--- config.mk ---
export PLATFORM = sky130hd
export DESIGN_NAME = ex_muldiv
export DESIGN_NICKNAME = d
export VERILOG_FILES = /design/src/rtl/ex_muldiv.sv
export SDC_FILE = /design/constraint.sdc
export NUM_CORES = 1
export LEC_CHECK = 0
export BUFFER_PORTS_ARGS = -buffer_cell sky130_fd_sc_hd__buf_2
export CORE_UTILIZATION = 40
export CTS_BUF_LIST = sky130_fd_sc_hd__clkbuf_4 sky130_fd_sc_hd__clkbuf_8
export DETAILED_ROUTE_END_ITERATION = 16
export GPL_TIMING_DRIVEN = 0
export PLACE_DENSITY = 0.62
export SYNTH_ARGS = -nofsm -noshare
export SYNTH_HDL_FRONTEND = slang
export SYNTH_SLANG_ARGS = --single-unit
--- constraint.sdc ---
create_clock -name clk -period 4.5 [get_ports clk]
set_clock_uncertainty 0.15 [all_clocks]
set_input_delay 0.9 -clock clk [delete_from_list [all_inputs] [get_ports clk]]
set_output_delay 0.9 -clock clk [all_outputs]
set_load 0.005 [all_outputs]
--- src/rtl/ex_muldiv.sv ---
// Iterative radix-2 multiply/divide unit for the EX stage; owns HI/LO and
// stalls the front of the pipeline while an operation is in flight.
module ex_muldiv #(
  parameter int DATA_W = 32,
  parameter int CNT_W  = 6
) (
  input  logic              clk,
  input  logic              rst,
  input  logic              start,
  input  logic [2:0]        op,
  input  logic [DATA_W-1:0] rs_data,
  input  logic [DATA_W-1:0] rt_data,
  input  logic              cancel,
  output logic [DATA_W-1:0] hi,
  output logic [DATA_W-1:0] lo,
  output logic              busy,
  output logic              stall_req,
  output logic              done
);

  localparam logic [2:0] OP_MTHI = 3'd4;
  localparam logic [2:0] OP_MTLO = 3'd5;
  localparam logic [CNT_W-1:0] LAST_STEP = CNT_W'(DATA_W - 1);

  typedef enum logic [1:0] {S_IDLE, S_CALC, S_FIX} state_t;

  state_t state, state_nxt;

  logic [CNT_W-1:0]  cnt;
  logic [DATA_W-1:0] opnd;      // multiplicand for mul, divisor for div
  logic [DATA_W-1:0] acc_hi;    // product high / partial remainder
  logic [DATA_W-1:0] acc_lo;    // multiplier bits / dividend-then-quotient
  logic              is_div;
  logic              neg_q;
  logic              neg_r;
  logic              div_zero;

  logic              is_muldiv_op;
  logic              signed_op;
  logic              a_neg, b_neg;
  logic [DATA_W-1:0] a_abs, b_abs;
  logic              accept;

  assign is_muldiv_op = ~op[2];
  assign signed_op    = ~op[2] & ~op[0];
  assign a_neg        = signed_op & rs_data[DATA_W-1];
  assign b_neg        = signed_op & rt_data[DATA_W-1];
  assign a_abs        = a_neg ? -rs_data : rs_data;
  assign b_abs        = b_neg ? -rt_data : rt_data;
  assign accept       = (state == S_IDLE) && start && !cancel && is_muldiv_op;

  assign busy      = (state != S_IDLE);
  assign stall_req = (start && is_muldiv_op && (state == S_IDLE)) || (state != S_IDLE);

  always_ff @(posedge clk or negedge rst) begin
    if (!rst) state <= S_IDLE;
    else      state <= state_nxt;
  end

  // NOTE: every always_comb output gets a default first so no path infers a latch.
  always_comb begin
    state_nxt = state;
    case (state)
      S_IDLE:  if (accept) state_nxt = S_CALC;
      S_CALC:  if (cancel) state_nxt = S_IDLE;
               else if (cnt == LAST_STEP) state_nxt = S_FIX;
      S_FIX:   state_nxt = S_IDLE;
      default: state_nxt = S_IDLE;
    endcase
  end

  logic [DATA_W:0]     mul_sum;
  logic [DATA_W:0]     div_shift;
  logic [DATA_W+1:0]   div_diff;
  logic [2*DATA_W-1:0] prod, prod_fix;
  logic [DATA_W-1:0]   quo_fix, rem_fix;

  always_comb begin
    mul_sum   = {1'b0, acc_hi} + (acc_lo[0] ? {1'b0, opnd} : '0);
    div_shift = {acc_hi, acc_lo[DATA_W-1]};
    div_diff  = {1'b0, div_shift} - {2'b00, opnd};
    prod      = {acc_hi, acc_lo};
    prod_fix  = neg_q ? -prod : prod;
    // A zero divisor leaves quotient all-ones; the remainder sign fix restores raw rs.
    quo_fix   = (neg_q && !div_zero) ? -acc_lo : acc_lo;
    rem_fix   = neg_r ? -acc_hi : acc_hi;
  end

  // NOTE: sequential state uses non-blocking assignments only, so every
  // register samples the pre-edge values of its neighbours.
  always_ff @(posedge clk or negedge rst) begin
    if (!rst) begin
      cnt      <= '0;
      opnd     <= '0;
      acc_hi   <= '0;
      acc_lo   <= '0;
      is_div   <= 1'b0;
      neg_q    <= 1'b0;
      neg_r    <= 1'b0;
      div_zero <= 1'b0;
      hi       <= '0;
      lo       <= '0;
      done     <= 1'b0;
    end else begin
      done <= 1'b0;
      case (state)
        S_IDLE: begin
          if (accept) begin
            cnt      <= '0;
            acc_hi   <= '0;
            is_div   <= op[1];
            neg_q    <= a_neg ^ b_neg;
            neg_r    <= a_neg;
            div_zero <= (rt_data == '0);
            opnd     <= op[1] ? b_abs : a_abs;
            acc_lo   <= op[1] ? a_abs : b_abs;
          end else if (start && !cancel && op == OP_MTHI) begin
            hi <= rs_data;
          end else if (start && !cancel && op == OP_MTLO) begin
            lo <= rs_data;
          end
        end
        S_CALC: begin
          cnt <= cnt + 1'b1;
          if (is_div) begin
            if (!div_diff[DATA_W+1]) begin
              acc_hi <= div_diff[DATA_W-1:0];
              acc_lo <= {acc_lo[DATA_W-2:0], 1'b1};
            end else begin
              acc_hi <= div_shift[DATA_W-1:0];
              acc_lo <= {acc_lo[DATA_W-2:0], 1'b0};
            end
          end else begin
            acc_hi <= mul_sum[DATA_W:1];
            acc_lo <= {mul_sum[0], acc_lo[DATA_W-1:1]};
          end
        end
        S_FIX: begin
          if (!cancel) begin
            done <= 1'b1;
            if (is_div) begin
              hi <= rem_fix;
              lo <= quo_fix;
            end else begin
              hi <= prod_fix[2*DATA_W-1:DATA_W];
              lo <= prod_fix[DATA_W-1:0];
            end
          end
        end
        default: ;
      endcase
    end
  end

endmodule

==> results of run 1 <==
worst max-delay path, cell delays in order, from the launching register on:
cell      delay (ns)
dfrtp_1         0.57
ha_1            0.37
clkbuf_1        0.25
a21oi_1         0.11
o21ai_0         0.30
a31o_2          0.16
a31o_2          0.16
a41oi_2         0.31
o21bai_1        0.76
clkbuf_1        0.69
mux2i_1         0.27
o21ai_0         0.14
sequential cells by signal, summed over array words and instances, names as in the netlist:
signal    cells
is_div        1
acc_lo       32
neg_r         1
done          1
acc_hi       32
div_zero      1
state         2
neg_q         1
hi           32
lo           32
cnt           6
opnd         32
where the power goes:
part           leakage [nW]  internal (mW)  switching (mW)  total (mW)
clock network         0.203          0.527           0.692        1.22
logic                  4.85           2.16            3.52        5.68
registers              2.17           1.99           0.774        2.77
total                  7.22           4.68            4.98        9.66
logic make-up after synthesis:
family | share of synthesized area [%]
fa+ha+maj | 6.09
mux | 3.48
flops | 29.2
simple gates | 18.9
xor+xnor | 10.2
buf+inv | 4.97
compound gates | 27.2
synthesized netlist by cell type, types with 4 or more instances:
cell type  number  area share [%]
mux2i_1        47             3.2
dfrtp_1       173              29
nand2b_1       15            0.63
a21oi_1       220             7.4
clkbuf_1      118             3.0
nor2_1        183             4.6
buf_1           6            0.15
o31ai_1        21             1.1
and2_1         24             1.0
a31oi_1        20            0.84
o21ai_0       209             7.1
inv_1          70             1.8
o211ai_1       22             1.1
mux2_2          4            0.30
or4_1          10            0.51
o41ai_1        12            0.71
or3_1          11            0.46
nor2b_1        11            0.46
xor2_1         70             4.1
o21bai_1       13            0.66
nand3b_1        4            0.20
a21boi_0        4            0.20
o211a_1         4            0.27
nand4_1        19            0.80
nand3_1        38             1.3
a22oi_1        17            0.86
and3_1         10            0.42
nor4_1         16            0.68
ha_1           69             5.8
xnor2_1       102             6.0
a221oi_1        4            0.24
nand2_1       212             5.4
a211o_1         5            0.30
a211oi_1       44             2.2
nor3_1         49             1.7
o21a_1         10            0.51
a21o_1         25             1.3
o221ai_1        6            0.35
worst paths after layout:
path	from	to	slack, ns	cells past startpoint
worst max-delay path	acc_hi[5]	acc_hi[29]	0.10	11
worst min-delay path	rst	lo[16]	0.20	1
worst max register to register	acc_hi[5]	acc_hi[29]	0.10	11
worst min register to register	hi[6]	hi[6]	0.33	2
max in group asynchronous	rst	acc_hi[6]	3.09	2
min in group clk	hi[6]	hi[6]	0.33	2
repair_timing:
action	CTS	global route
pin swaps	0	1
setup buffers	0	1
resized for setup	5	6
hold buffers	0	0
endpoints found under the setup margin	25	35
cell type report:
| cell class | instances | share of cell area (%) |
|---|---|---|
| timing repair buffer | 138 | 4.38 |
| multi-input combinational | 1579 | 59.0 |
| buffer | 124 | 2.86 |
| clock inverter | 13 | 0.944 |
| clock buffer | 19 | 1.54 |
| inverter | 70 | 1.59 |
| sequential | 173 | 26.1 |
| tap | 468 | 3.53 |
metal layers:
metal  vias to the layer above  track usage (%)  routed length, um
li1                       7272                -                  -
met1                      7610             43.9              26100
met2                       835             47.6              26000
met3                       130             6.84               6110
met4                         0             16.2               3140
met5                         -                0                  0
==> impl_metrics.json, run 1 <==
{
  "syn2layout_area_growth_pct": 11.8,
  "totalWireLength_um": 61300,
  "syn_area_um2": 14800,
  "cts_max_path_buffers": 2,
  "coreArea_um2": 36500,
  "ir_drop_mv": 0.261,
  "multi_input_area_um2": 9780,
  "root_buffer": "clkbuf_8",
  "critPathRequiredTime_ns": 4.70,
  "track_usage_pct": 32.1,
  "dieHeight_um": 195,
  "fp-row-count": 70,
  "syn-num-nets": 2089,
  "end_kind": "register",
  "max-slew-margin-rel_pct": 25.9,
  "path_max_fanout": 10,
  "grt_first_pass_wirelength_um": 91600,
  "worstMarginPinSlew_ns": 1.10,
  "rsz0062_at_grt": "false",
  "final_area_um2": 16600,
  "port_buffers": 136,
  "synth_warnings": 0,
  "ys_types": 66,
  "period_share_pct": 97.8,
  "ant_nets": 0,
  "synth-edff-count": 0,
  "fin_hold_ws_ns": 0.204,
  "arrival_ns": 4.60,
  "fmax_mhz": 227,
  "drc": 0,
  "die-area_um2": 37800,
  "final_core_util_pct": 45.4,
  "dp_hpwl_um": 48900,
  "hold_violations": 0,
  "ios": 138,
  "viasPerCell": 6.13,
  "diodes": 0,
  "place_worst_setup_slack_ns": -0.350,
  "gp_congestion": 1.02,
  "drive_gt1_share_pct": 9.31,
  "period_minus_slack_ns": 4.40,
  "p_leak_nw": 7.22,
  "route.vias.total": 15847,
  "cts_buffers": 17,
  "final_cell_mix": "a21oi_1, nand2_1, o21ai_0",
  "total_power_mw": 9.66,
  "critPathKind": "register to register",
  "die_w_um": 195,
  "drt_first_pass_iters": 6,
  "drt_iter0_drc": 1714,
  "ys.flop_type": "dfrtp_1",
  "grt-ovfl-total": 0,
  "wl_per_cell_um": 23.7,
  "cts.htree.levels": 4,
  "nFillCells": 3734,
  "finalSetupViolCount": 0,
  "dp.cells": 2552,
  "cts_tree": "built",
  "grt_max_degree": 89,
  "status": "finished, final reports clean",
  "avgSynthCellArea_um2": 7.62,
  "drv_cap": 0,
  "ys_seq_area_share_pct": 29.2,
  "fin_cells": 2584,
  "final_common_cell": "a21oi_1",
  "fin_nets": 2245,
  "register_area_um2": 4330,
  "min_path_type": "input pin to async pin",
  "fin_setup_tns_ns": 0,
  "power.density_nw_per_um2": 583,
  "clk_pin_slew_ns": 0.10,
  "slew_viol_final": 0,
  "syn_inst": 1947,
  "clk_latency_ns": 0.51,
  "grt_pass1_vias": 14843,
  "initial_core_util_pct": 40.6,
  "start_kind": "register",
  "dpl_cell_area_um2": 16100,
  "async_reset_ff_share_pct": 100,
  "layout_setup_ws_ns": 0.100,
  "antenna_found_initial": 1,
  "ys_ff_latch": 173,
  "cts_sinks": 173
}
Power figures use the tool's default switching activity.
==> inputs of run 2 (changes only) <==
- ABC_AREA: default -> 1
- CORE_ASPECT_RATIO: default -> 1.4
==> impl_metrics.json, run 2 <==
{
  "syn2layout_area_growth_pct": 10.2,
  "ys.flop_type": "dfrtp_1",
  "synth_top_cell_by_area": "dfrtp_1",
  "nFillCells": 5007,
  "synth_warnings": 0,
  "grt_pass1_vias": 21404,
  "p_leak_nw": 10.1,
  "hold_violations": 0,
  "dpl_cell_area_um2": 19500,
  "initial_core_util_pct": 40.7,
  "critPathKind": "register to register",
  "ys_ff_latch": 173,
  "root_buffer": "clkbuf_8",
  "drive_gt1_share_pct": 6.12,
  "arrival_ns": 4.32,
  "cts_max_path_buffers": 2,
  "worstMarginPinSlew_ns": 1.15,
  "cts_tree": "built",
  "dp_hpwl_um": 80500,
  "drt_first_pass_iters": 7,
  "start_kind": "register",
  "period_minus_slack_ns": 4.02,
  "synth_top_area_share_pct": 24.0,
  "drv_cap": 0,
  "ir_drop_mv": 0.251,
  "drc": 0,
  "synth-edff-count": 0,
  "async_reset_ff_share_pct": 100,
  "die_w_um": 182,
  "ys_top_cells_by_area": "dfrtp_1, nand2_1, nor2_1",
  "ys_types": 41,
  "ys_seq_area_share_pct": 24.0,
  "syn_area_um2": 18000,
  "syn_inst": 3134,
  "coreArea_um2": 44300,
  "antenna_found_initial": 2,
  "final_common_cell": "nand2_1",
  "power.density_nw_per_um2": 558,
  "final_core_util_pct": 44.9,
  "route.vias.total": 22744,
  "path_max_fanout": 10,
  "fin_setup_tns_ns": 0,
  "rsz0062_at_grt": "false",
  "grt_max_degree": 106,
  "status": "finished, final reports clean",
  "cts_hold_buf": 0,
  "clk_pin_slew_ns": 0.11,
  "fmax_mhz": 249,
  "grt-ovfl-total": 0,
  "port_buffers": 136,
  "final_area_um2": 19900,
  "fp-row-count": 91,
  "cts_sinks": 173,
  "avgSynthCellArea_um2": 5.76,
  "fin_nets": 3432,
  "gp_congestion": 1.07,
  "final_cell_mix": "nand2_1, nor2_1, inv_1",
  "viasPerCell": 5.89,
  "dieHeight_um": 253,
  "drt_iter0_drc": 2764,
  "end_kind": "register",
  "totalWireLength_um": 96700,
  "ant_nets": 0,
  "period_share_pct": 89.3,
  "critPathRequiredTime_ns": 4.80,
  "syn-num-nets": 3276,
  "synth.most_common_cell": "nand2_1",
  "reg2reg_from": "acc_lo[0]",
  "critPathLaunch": "acc_lo[0]",
  "ios": 138,
  "die-area_um2": 46000,
  "min_path_type": "input pin to async pin",
  "cts_buffers": 17,
  "finalSetupViolCount": 0,
  "wl_per_cell_um": 25.0,
  "track_usage_pct": 41.9,
  "clk_latency_ns": 0.56,
  "synth_common_cells": "nand2_1, nor2_1, inv_1",
  "max-slew-margin-rel_pct": 23.2,
  "cts.htree.levels": 4,
  "grt_first_pass_wirelength_um": 139000,
  "slew_viol_final": 0
}
## run 2: changes by cell type in the layout (fill, tap and decap cells not counted), moves of 51 or more
cell,delta
a21oi_1,-56
inv_1,+346
nand2_1,+699
nand3_1,+299
nand4_1,+51
nor2_1,+275
o21ai_0,-53
xnor2_1,-93
## run 2: worst paths after layout
| check | endpoint | slack [ns] | depth (start not counted) |
|---|---|---|---|
| worst max-delay path | acc_hi[27] | 0.48 | 17 |
| worst min-delay path | opnd[9] | 0.22 | 1 |
| worst max register to register | acc_hi[27] | 0.48 | 17 |
| worst min register to register | lo[1] | 0.33 | 2 |
| max in group asynchronous | hi[25] | 3.03 | 2 |
| min in group clk | lo[1] | 0.33 | 2 |
## run 2: cells by family after synthesis
kind of cell,share of synthesized area (%)
AO/OA/AOI/OAI,15.1
flip-flops,24.0
adder cells (fa/ha/maj),5.01
buffers and inverters,11.0
AND/OR/NAND/NOR,42.3
XOR/XNOR,2.62
## run 2: metal layers
layer | vias up | GRT usage, % | part of all wire (%)
met5 | - | 0 | 0
met4 | 0 | 35.9 | 9.8
met3 | 355 | 6.13 | 7.3
met2 | 1282 | 69.4 | 46
met1 | 10590 | 47.5 | 37
li1 | 10517 | - | -
## run 2: what timing repair did
action                                  4_1_cts  5_1_grt
gates resized for setup                       0        1
buffers inserted                              0        0
endpoints found under the hold margin         0        0
endpoints found under the setup margin        0        1
## run 2: metrics by stage
stage | hold slack (ns) | cells | total power, mW | worst slack, ns
floorplan | 0.297 | 3134 | 6.86 | 1.65
global placement | 0.307 | 3828 | 9.58 | -0.557
detailed placement | 0.310 | 3829 | 9.63 | 0.416
CTS | 0.298 | 3861 | 10.9 | 0.405
global route | 0.305 | 3862 | 11.8 | 0.181
finish | 0.215 | 3863 | 11.1 | 0.482
## run 2: worst max-delay path, cell delays in order (launching register included)
cell      delay [ns]
dfrtp_1         0.33
clkbuf_1        0.42
clkbuf_1        0.52
nand2_1         0.10
inv_1           0.09
ha_1            0.21
inv_1           0.08
fa_1            0.44
o21ai_1         0.45
nand2_1         0.10
nand2_1         0.19
nand2_1         0.10
nand2_1         0.11
nand2_1         0.10
nand3_1         0.10
nand3_1         0.16
nand3_1         0.20
nand2_1         0.06
## run 2: cell type report
type / count / area [um2] / share of cell area (%)
Clock inverter: 15 / 190 / 0.956
Timing Repair Buffer: 137 / 718 / 3.61
Buffer: 97 / 384 / 1.93
Sequential cell: 173 / 4330 / 21.8
Clock buffer: 17 / 234 / 1.18
Antenna cell: 2 / 5.00 / 0.0252
Inverter: 427 / 1600 / 8.06
Tap cell: 558 / 698 / 3.51
Multi-Input combinational cell: 2437 / 11700 / 59.0
## run 2: power breakdown
group | switching [mW] | internal (mW) | leakage, nW | total (mW)
sequential | 0.841 | 2.01 | 2.07 | 2.85
clock | 0.786 | 0.429 | 0.206 | 1.21
combinational | 4.95 | 2.08 | 7.81 | 7.03
total | 6.58 | 4.52 | 10.1 | 11.1
